<file path="src/rtl/turbo_itl_buffer.sv">
// turbo_itl_buffer: two-bank ping-pong bit buffer for the turbo encoder front end.
// Serial bits are collected into BLK_LEN-bit blocks, each tagged with the link_id
// seen on its first bit. A request streams the oldest full block out in natural
// order and, in parallel, in QPP-interleaved order pi(i) = (F1*i + F2*i^2) mod K.
// The QPP address uses two running sums, so no multipliers are needed.
module turbo_itl_buffer #(
  parameter int BLK_LEN = 40,
  parameter int F1      = 3,
  parameter int F2      = 10,
  parameter int ID_W    = 6
) (
  input  logic            clk,
  input  logic            n_rst,
  input  logic [ID_W-1:0] link_id,
  input  logic            din,
  input  logic            din_vld,
  output logic            din_ready,
  input  logic            request,
  output logic            rdata,
  output logic            rdata_itl,
  output logic            rd_vld,
  output logic            rd_last,
  output logic [ID_W-1:0] rd_id,
  output logic            ovf
);

  localparam int AW     = $clog2(BLK_LEN);
  localparam int D_INT  = (2 * F2) % BLK_LEN;
  localparam int G0_INT = (F1 + F2) % BLK_LEN;

  localparam logic [AW:0]   K_C    = (AW+1)'(BLK_LEN);
  localparam logic [AW:0]   D_C    = (AW+1)'(D_INT);
  localparam logic [AW:0]   G0_C   = (AW+1)'(G0_INT);
  localparam logic [AW-1:0] LAST_C = AW'(BLK_LEN - 1);

  typedef enum logic [1:0] {BANK_EMPTY, BANK_FILLING, BANK_FULL} bank_e;
  typedef enum logic [1:0] {S_IDLE, S_PRIME, S_READ} rd_state_e;

  // Bank bookkeeping and write side
  bank_e           r_bank [2];
  logic [ID_W-1:0] r_id   [2];
  logic [BLK_LEN-1:0] r_mem [2];
  logic            r_wb;
  logic            r_rb;
  logic [AW-1:0]   r_wr_cnt;
  logic            r_run;
  logic            r_ovf;

  // Read side
  rd_state_e       r_state;
  rd_state_e       w_state_nxt;
  logic [AW-1:0]   r_i;
  logic [AW:0]     r_pi;
  logic [AW:0]     r_g;
  logic            r_rdata;
  logic            r_rdata_itl;
  logic            r_rd_vld;
  logic            r_rd_last;
  logic [ID_W-1:0] r_rd_id;

  logic            w_din_ready;
  logic            w_wr;
  logic            w_accept;
  logic            w_rd_done;
  logic [AW:0]     w_pi_sum;
  logic [AW:0]     w_pi_nxt;
  logic [AW:0]     w_g_sum;
  logic [AW:0]     w_g_nxt;
  logic [AW-1:0]   w_pi_idx;

  // r_run keeps din_ready low for the first cycle after reset release.
  assign w_din_ready = r_run && (r_bank[r_wb] != BANK_FULL);
  assign w_wr        = din_vld && w_din_ready;
  assign w_accept    = (r_state == S_IDLE) && request && (r_bank[r_rb] == BANK_FULL);
  assign w_rd_done   = (r_state == S_READ) && (r_i == LAST_C);

  // QPP recurrences: both operands are below K, so one conditional subtract is a full mod.
  assign w_pi_sum = r_pi + r_g;
  assign w_pi_nxt = (w_pi_sum >= K_C) ? (w_pi_sum - K_C) : w_pi_sum;
  assign w_g_sum  = r_g + D_C;
  assign w_g_nxt  = (w_g_sum >= K_C) ? (w_g_sum - K_C) : w_g_sum;
  assign w_pi_idx = r_pi[AW-1:0];

  // Write pointer, block tags, bank states, overflow flag and bank release after a burst.
  always_ff @(posedge clk or negedge n_rst) begin
    if (!n_rst) begin
      r_bank[0] <= BANK_EMPTY;
      r_bank[1] <= BANK_EMPTY;
      r_id[0]   <= '0;
      r_id[1]   <= '0;
      r_wb      <= 1'b0;
      r_rb      <= 1'b0;
      r_wr_cnt  <= '0;
      r_run     <= 1'b0;
      r_ovf     <= 1'b0;
    end else begin
      // NOTE: state registers use non-blocking assignments so every always_ff samples
      // pre-edge values; blocking here would make results depend on block ordering.
      r_run <= 1'b1;
      if (w_wr) begin
        if (r_wr_cnt == '0) begin
          r_id[r_wb] <= link_id;
        end
        if (r_wr_cnt == LAST_C) begin
          r_bank[r_wb] <= BANK_FULL;
          r_wr_cnt     <= '0;
          r_wb         <= ~r_wb;
        end else begin
          r_bank[r_wb] <= BANK_FILLING;
          r_wr_cnt     <= r_wr_cnt + 1'b1;
        end
      end
      if (din_vld && !w_din_ready) begin
        r_ovf <= 1'b1;
      end
      // The bank being read is FULL, so it is never the write target this cycle.
      if (w_rd_done) begin
        r_bank[r_rb] <= BANK_EMPTY;
        r_rb         <= ~r_rb;
      end
    end
  end

  // Bit storage for both banks.
  // NOTE: the memory has no reset; its contents are only read after being written,
  // and leaving it out of reset lets it map onto plain storage.
  always_ff @(posedge clk) begin
    if (w_wr) begin
      r_mem[r_wb][r_wr_cnt] <= din;
    end
  end

  // Read FSM state register.
  always_ff @(posedge clk or negedge n_rst) begin
    if (!n_rst) begin
      r_state <= S_IDLE;
    end else begin
      r_state <= w_state_nxt;
    end
  end

  // Read FSM next state; requests outside IDLE or without a full bank are dropped.
  always_comb begin
    // NOTE: default assigned first so no path leaves w_state_nxt unassigned (no latch).
    w_state_nxt = r_state;
    unique case (r_state)
      S_IDLE:  if (w_accept) w_state_nxt = S_PRIME;
      S_PRIME: w_state_nxt = S_READ;
      S_READ:  if (w_rd_done) w_state_nxt = S_IDLE;
      default: w_state_nxt = S_IDLE;
    endcase
  end

  // Address generators and registered output stream.
  always_ff @(posedge clk or negedge n_rst) begin
    if (!n_rst) begin
      r_i         <= '0;
      r_pi        <= '0;
      r_g         <= '0;
      r_rdata     <= 1'b0;
      r_rdata_itl <= 1'b0;
      r_rd_vld    <= 1'b0;
      r_rd_last   <= 1'b0;
      r_rd_id     <= '0;
    end else begin
      if (r_state == S_PRIME) begin
        r_i  <= '0;
        r_pi <= '0;
        r_g  <= G0_C;
      end else if (r_state == S_READ) begin
        r_i  <= r_i + 1'b1;
        r_pi <= w_pi_nxt;
        r_g  <= w_g_nxt;
      end
      if (r_state == S_READ) begin
        r_rdata     <= r_mem[r_rb][r_i];
        r_rdata_itl <= r_mem[r_rb][w_pi_idx];
        r_rd_vld    <= 1'b1;
        r_rd_last   <= (r_i == LAST_C);
        r_rd_id     <= r_id[r_rb];
      end else begin
        r_rdata     <= 1'b0;
        r_rdata_itl <= 1'b0;
        r_rd_vld    <= 1'b0;
        r_rd_last   <= 1'b0;
        r_rd_id     <= '0;
      end
    end
  end

  assign din_ready = w_din_ready;
  assign rdata     = r_rdata;
  assign rdata_itl = r_rdata_itl;
  assign rd_vld    = r_rd_vld;
  assign rd_last   = r_rd_last;
  assign rd_id     = r_rd_id;
  assign ovf       = r_ovf;

endmodule

</file>
<file path="config.mk">
export PLATFORM = sky130hd
export DESIGN_NAME = turbo_itl_buffer
export DESIGN_NICKNAME = d
export VERILOG_FILES = /design/src/rtl/turbo_itl_buffer.sv
export SDC_FILE = /design/constraint.sdc
export NUM_CORES = 1
export LEC_CHECK = 0
export CORE_ASPECT_RATIO = 1.4
export CORE_UTILIZATION = 30
export CTS_CLUSTER_DIAMETER = 120
export CTS_CLUSTER_SIZE = 28
export DETAILED_ROUTE_END_ITERATION = 7
export HOLD_SLACK_MARGIN = 0.02
export PLACE_DENSITY = 0.56
export RECOVER_POWER = 25
export SLEW_MARGIN = 25
export SYNTH_ARGS = -nofsm -noshare
export SYNTH_HDL_FRONTEND = slang
export SYNTH_SLANG_ARGS = --single-unit
</file>
<file path="constraint.sdc">
create_clock -name clk -period 2.4 [get_ports clk]
set_clock_uncertainty 0.15 [all_clocks]
set_input_delay 0.36 -clock clk [delete_from_list [all_inputs] [get_ports clk]]
set_output_delay 0.36 -clock clk [all_outputs]
set_load 0.005 [all_outputs]
</file>
==> results.toml, run 1 <==
[layout]
antenna_cells_inserted = 0
most_frequent_cells_in_the_layout = "sky130_fd_sc_hd__nor2_1 (103), sky130_fd_sc_hd__edfxtp_1 (80), sky130_fd_sc_hd__buf_4 (58)"
area_growth_pct = 25.4
post_layout_nonfiller_instances = 956
final_layout_size_suffix_gt1_share_pct = 30.0
layout.cell_area.non_filler_um2 = 8840
num-nets-final = 664
layout_commonest_cell = "sky130_fd_sc_hd__nor2_1"

[status]
run_status = "complete, no violations"

[floorplan]
die_area_um2 = 24100
die_w_um = 132
initial_utilization_pct = 30.5
chipHeight_um = 183
row_count = 66
io_pins = 23
core_region_area_um2 = 23100

[routing]
firstDrtPassIters = 5
antenna_violating_nets_post_route = 0
route.final.wire_length_um = 17600
via_per_inst = 5.05
routedWlPerCell_um = 18.4
detailroute.via_count = 4831
initialDrtViolationCount = 363
drc_errors = 0

[global_route]
antenna_found_initial = 0
global_route.peak_usage_layer = "met2"
globalRouteMet3Util_pct = 2.52
gr_met1_demand_resource_pct = 15.8
globalRoute.totalOverflow = 0
groute.usage.overall_pct = 15.2
grt_first_pass_wirelength_um = 27700
pin_count_of_the_biggest_net_entering_global_routing = 35
met2_usage_pct = 29.5
first_global_vias = 5230

[placed_design]
port-buffer-count = 22
routabilityCongestion = 0.811
place_area_um2 = 7950
hpwlAfterDp_um = 12600
dpl.cell_count = 906
pre_cts_setup_slack_ps = -162

[timing]
grt_setup_unrepaired = "yes"
fmax_mhz = 419
slew_headroom_pct = 11.8
slew_viol_final = 0
post-route-period-util_pct = 99.4
setup-violations-final = 0
tightest_slew_ps = 1320
holdWs_ps = 347
final_period_minus_worst_setup_slack_ps = 2390
final_critical_path_setup_slack_ps = 14.8
finalHoldViolCount = 0

[pwr]
intPower_mw = 4.79
design_power_total_mw = 7.01
power_density_nw_per_um2 = 793
clockPowerShare_pct = 34.9
switchingPower_mw = 2.22
power_leakage_nw = 3.22
netSwitchingFraction_pct = 31.6
p_seq_share_pct = 40.6
comb_power_share_pct = 24.5
ir_worst_vdd_uv = 361

[yosys]
yosys_warnings = 0
synth-async-reset-ratio_pct = 41.6
postSynthAreaPerCell_um2 = 12.7
ys.flop_type = "sky130_fd_sc_hd__edfxtp_1"
synth-edff-count = 80
seq_area_frac_synth_pct = 54.3
synth_area_um2 = 7050
ys_types = 57
syn_nets = 581
ys_ff_latch = 137
syn-instance-count = 554

[clock_network]
clkLatencyLatePin_ps = 420
h_tree_levels = 4
cts_tree = "built"
clock_sink_count = 137
cts-buffers-inserted = 17
cts.path.max_buffers = 2
cts.clk_slew.worst_paths_ps = 70
clockRootBuffer = "sky130_fd_sc_hd__clkbuf_16"

[critical_path]
cells_along_the_critical_path = "ha_4, ha_4, a211oi_4, buf_4, buf_6, o31ai_4, a21oi_2, xnor2_2, buf_4, mux2i_1, o32ai_2"
slowest_stage_cell_cp = "sky130_fd_sc_hd__dfrtp_1"
cp.required_ps = 2530
crit_path_max_fanout = 4
timing.critical_path.to_type = "flop"
crit_path_start_kind = "flop"
critPathArrivalTime_ps = 2520
slowest_delay_ps = 410
critical-path-top-delay-family = "compound AO/OA/AOI/OAI gates"
buffering_stage_count_on_the_worst_path_with_inverters_included = 3
path_class = "reg2reg"

[min_path]
timing.hold.worst.class = "reg2reg"

[flow_run]
maxCapViolCount = 0
## through the flow
stage	util [%]	setup TNS [ps]
after floorplan	-	-12.8
after global placement	34.4	-1670
after detailed placement	34.4	-2390
after CTS	37.6	-40.0
after global routing	38.2	-253
final	38.2	0
## repair_timing
item,in CTS,in global routing
resized for setup,17,20
buffers inserted,13,6
pin swaps,7,10
endpoints found under the hold margin,15,0
endpoints found under the setup margin,10,7
hold buffers,1,0
## cells by family after synthesis
kind of cell / Yosys count / synth area share, %
XOR/XNOR: 16 / 1.99
AND/OR/NAND/NOR: 194 / 12.5
other: 1 / 0.0532
flip-flops: 137 / 54.3
AO/OA/AOI/OAI: 65 / 6.09
buffers and inverters: 52 / 3.14
adder cells (fa/ha/maj): 16 / 2.84
multiplexers: 73 / 19.1
## worst paths after layout
path	start	end	slack, ps	depth (start not counted)
max in group asynchronous	n_rst	r_rb$_DFFE_PN0P_	610	2
max reg2reg	r_g[0]$_DFFE_PN0P_	r_pi[6]$_DFFE_PN0P_	10	11
min	ovf$_DFFE_PN0P_	ovf$_DFFE_PN0P_	350	1
max	r_g[0]$_DFFE_PN0P_	r_pi[6]$_DFFE_PN0P_	10	11
min reg2reg	ovf$_DFFE_PN0P_	ovf$_DFFE_PN0P_	350	1
min in group asynchronous	n_rst	r_g[4]$_DFFE_PN0P_	610	2
## power groups by stage
| stage | sequential [mW] | combinational [mW] | clock [mW] |
|---|---|---|---|
| 2_1_floorplan | 2.83 | 0.987 | 0 |
| 3_3_place_gp | 2.88 | 1.50 | 0 |
| 3_5_place_dp | 2.89 | 1.54 | 0 |
| 4_1_cts | 2.84 | 1.60 | 2.48 |
| 5_1_grt | 2.87 | 1.89 | 2.58 |
| 6_report | 2.85 | 1.72 | 2.44 |
## cell usage after synthesis (4+ instances only)
cell                       instances  share of area (%)
sky130_fd_sc_hd__nor2_1          104                5.5
sky130_fd_sc_hd__edfxtp_1         80                 34
sky130_fd_sc_hd__dfrtp_1          57                 20
sky130_fd_sc_hd__mux4_2           46                 15
sky130_fd_sc_hd__nand2_1          32                1.7
sky130_fd_sc_hd__inv_1            23                1.2
sky130_fd_sc_hd__clkbuf_1         19                1.0
sky130_fd_sc_hd__a21oi_1          16                1.1
sky130_fd_sc_hd__ha_1             16                2.8
sky130_fd_sc_hd__o21ai_0          16                1.1
sky130_fd_sc_hd__mux2i_1          13                1.8
sky130_fd_sc_hd__nand3_1          12               0.85
sky130_fd_sc_hd__xnor2_1          11                1.4
sky130_fd_sc_hd__mux2_2            8                1.3
sky130_fd_sc_hd__a211oi_1          6               0.64
sky130_fd_sc_hd__mux2_4            6                1.3
sky130_fd_sc_hd__nand3b_1          6               0.64
sky130_fd_sc_hd__nand4_1           6               0.53
sky130_fd_sc_hd__and3_1            5               0.44
sky130_fd_sc_hd__nand2b_1          5               0.44
sky130_fd_sc_hd__nor3_1            5               0.35
sky130_fd_sc_hd__o22ai_1           5               0.44
sky130_fd_sc_hd__xor2_1            5               0.62
sky130_fd_sc_hd__and2_1            4               0.35
## sequential cells by signal (all words and copies together), names as in the netlist, 2 cells and up
| signal | flops |
|---|---|
| r_bank | 4 |
| r_state | 2 |
| rd_id | 6 |
| r_wr_cnt | 6 |
| r_i | 6 |
| r_pi | 7 |
| r_mem | 80 |
| r_id | 12 |
| r_g | 6 |
## worst register-to-register path: cells and delay by family (launching register included)
family          cells  cell delay [ps]
xor+xnor            1              150
flops               1              410
compound gates      4              590
mux                 1              210
fa+ha+maj           2              340
buf+inv             3              400
## routing by layer
| layer | wire length, um | part of all wire, % |
|---|---|---|
| met2 | 10000 | 57 |
| met1 | 6600 | 38 |
| met4 | 478 | 2.7 |
| met3 | 502 | 2.9 |
| met5 | 0 | 0 |
## final cells by class
cell class | count | area, um^2
Clock buffer | 18 | 439
Timing Repair Buffer | 91 | 805
Sequential cell | 137 | 3830
Tap cell | 306 | 383
Inverter | 25 | 93.8
Clock inverter | 14 | 115
Multi-Input combinational cell | 365 | 3170
Fill cell | 2195 | 14300
Note: power is estimated with default switching activity, not from simulation.
==> run 2: changes to the inputs <==
- CTS_CLUSTER_DIAMETER: 120 -> 40
==> results of run 2 <==
Same layout as run 1: the final DEF is identical, and so are final timing and power.
==> run 3: changes to the inputs <==
- CORE_ASPECT_RATIO: 1.4 -> 1.5
==> run 3 against run 2 <==
Die area about the same. Sequential cell count unchanged. Register-to-register slack about the same. Critical path depth shrank 4. First-iteration DRC count decreased by 10%. Final cell count is 0.10% lower. Sequential share of layout area fell by 0.053 points. Core utilization up 0.17 points. Via count is 2.5% lower. Sequential power about the same. Critical endpoint is now rdata$_DFF_PN0_. Largest cell class unchanged. Highest routed layer unchanged.
==> results.toml, run 3 (same netlist as run 1, synthesis figures left out) <==
[critical_path]
slowest_stage_cell_cp = "sky130_fd_sc_hd__mux4_2"
critical-path-top-cell-by-count = "sky130_fd_sc_hd__mux4_2"
cp.required_ps = 2530
slowest_delay_ps = 510
crit_path_start_kind = "flop"
critPathArrivalTime_ps = 2520
cells_along_the_critical_path = "buf_12, mux4_2, mux4_2, and2_4, a211oi_2, buf_4, o41ai_2"
path_class = "reg2reg"
crit_path_max_fanout = 10
timing.critical_path.to_type = "flop"

[floorplan]
initial_utilization_pct = 30.6
row_count = 68
die_area_um2 = 24100
core_region_area_um2 = 23100
chipHeight_um = 190
io_pins = 23
die_w_um = 127

[routing]
firstDrtPassIters = 8
routedWlPerCell_um = 18.0
antenna_violating_nets_post_route = 0
detailroute.via_count = 4709
initialDrtViolationCount = 326
drc_errors = 0
route.final.wire_length_um = 17200
via_per_inst = 4.93

[timing]
slew_headroom_pct = 6.82
grt_setup_unrepaired = "yes"
finalHoldViolCount = 0
slew_viol_final = 0
holdWs_ps = 341
final_period_minus_worst_setup_slack_ps = 2390
setup-violations-final = 0
post-route-period-util_pct = 99.7
tightest_slew_ps = 1400
fmax_mhz = 418
final_critical_path_setup_slack_ps = 7.05

[pwr]
power_leakage_nw = 3.23
power_density_nw_per_um2 = 832
ir_worst_vdd_uv = 472
design_power_total_mw = 7.37

[placed_design]
routabilityCongestion = 0.792
hpwlAfterDp_um = 12500
pre_cts_setup_slack_ps = -171
port-buffer-count = 22

[clock_network]
clkLatencyLatePin_ps = 410
clockRootBuffer = "sky130_fd_sc_hd__clkbuf_16"
h_tree_levels = 4
clock_sink_count = 137
cts.clk_slew.worst_paths_ps = 60
cts.path.max_buffers = 2
cts-buffers-inserted = 17
cts_tree = "built"

[global_route]
groute.usage.overall_pct = 15.3
globalRoute.totalOverflow = 0
pin_count_of_the_biggest_net_entering_global_routing = 81
grt_first_pass_wirelength_um = 27600
antenna_found_initial = 0
first_global_vias = 5224

[layout]
layout_commonest_cell = "sky130_fd_sc_hd__nor2_1"
area_growth_pct = 25.6
most_frequent_cells_in_the_layout = "sky130_fd_sc_hd__nor2_1 (103), sky130_fd_sc_hd__edfxtp_1 (80), sky130_fd_sc_hd__dfrtp_1 (54)"
antenna_cells_inserted = 0
largest_register_ffs = 80
biggestRegsByFlops = "r_mem x80, r_id x12, r_pi x7"
fill_cells = 2154
final_layout_size_suffix_gt1_share_pct = 29.5
num-nets-final = 654
registers.top_by_ff_count = "r_mem"

[flow_run]
maxCapViolCount = 0

[min_path]
timing.hold.worst.class = "reg2reg"

[status]
run_status = "complete, no violations"
run 3: final cells by class:
cell class              instances  area [um^2]  share of cell area, %
clock buffers                  25          559                   6.32
clock inverters                 7         95.1                   1.07
flip-flops and latches        137         3830                   43.3
multi-input cells             365         3180                   35.9
inverters                      25         93.8                   1.06
well taps                     315          394                   4.45
repair buffers                 81          702                   7.93
run 3: power by group:
part,internal [mW],switching (mW)
Clock,1.83,0.975
Sequential,2.68,0.201
Combinational,0.726,0.956
run 3: worst paths after layout:
check	startpoint	to	slack [ps]	depth (start not counted)
setup / recovery	r_rb$_DFFE_PN0P_	rdata$_DFF_PN0_	7	7
hold / removal	ovf$_DFFE_PN0P_	ovf$_DFFE_PN0P_	340	1
setup reg to reg	r_rb$_DFFE_PN0P_	rdata$_DFF_PN0_	7	7
hold reg to reg	ovf$_DFFE_PN0P_	ovf$_DFFE_PN0P_	340	1
max in group asynchronous	n_rst	r_g[2]$_DFFE_PN0P_	540	2
min in group asynchronous	n_rst	r_g[4]$_DFFE_PN0P_	650	2
run 3: layer usage:
| layer | routed length, um | global-route usage, % | vias up |
|---|---|---|---|
| li1 | - | - | 2189 |
| met1 | 6430 | 15.5 | 2431 |
| met2 | 10100 | 30.0 | 73 |
| met3 | 359 | 2.59 | 16 |
| met4 | 387 | 7.14 | 0 |
| met5 | 0 | 0 | - |
run 3: per-stage QoR:
stage          area (um^2)  instances  TNS (ps)  utilization [%]
2_1_floorplan         7070        554     -12.8                -
3_3_place_gp          7950        911     -2070             34.5
3_5_place_dp          7950        911     -2840             34.5
4_1_cts               8740        952    -0.628             37.9
5_1_grt               8850        955      -182             38.4
6_report              8850        955         0             38.4
run 3: timing repair:
| action | 4_1_cts | 5_1_grt |
|---|---|---|
| hold endpoints to repair | 22 | 0 |
| setup endpoints to repair | 6 | 14 |
| setup buffers | 8 | 3 |
| hold buffers | 1 | 0 |
| resized for setup | 15 | 19 |
| pin swaps | 5 | 11 |
run 3: worst max-delay path: cells and delay by family, from the launching register on:
family,cells,cell delay [ps]
AND/OR/NAND/NOR,1,180
AO/OA/AOI/OAI,2,250
flip-flops,1,390
multiplexers,2,1010
buffers and inverters,2,290
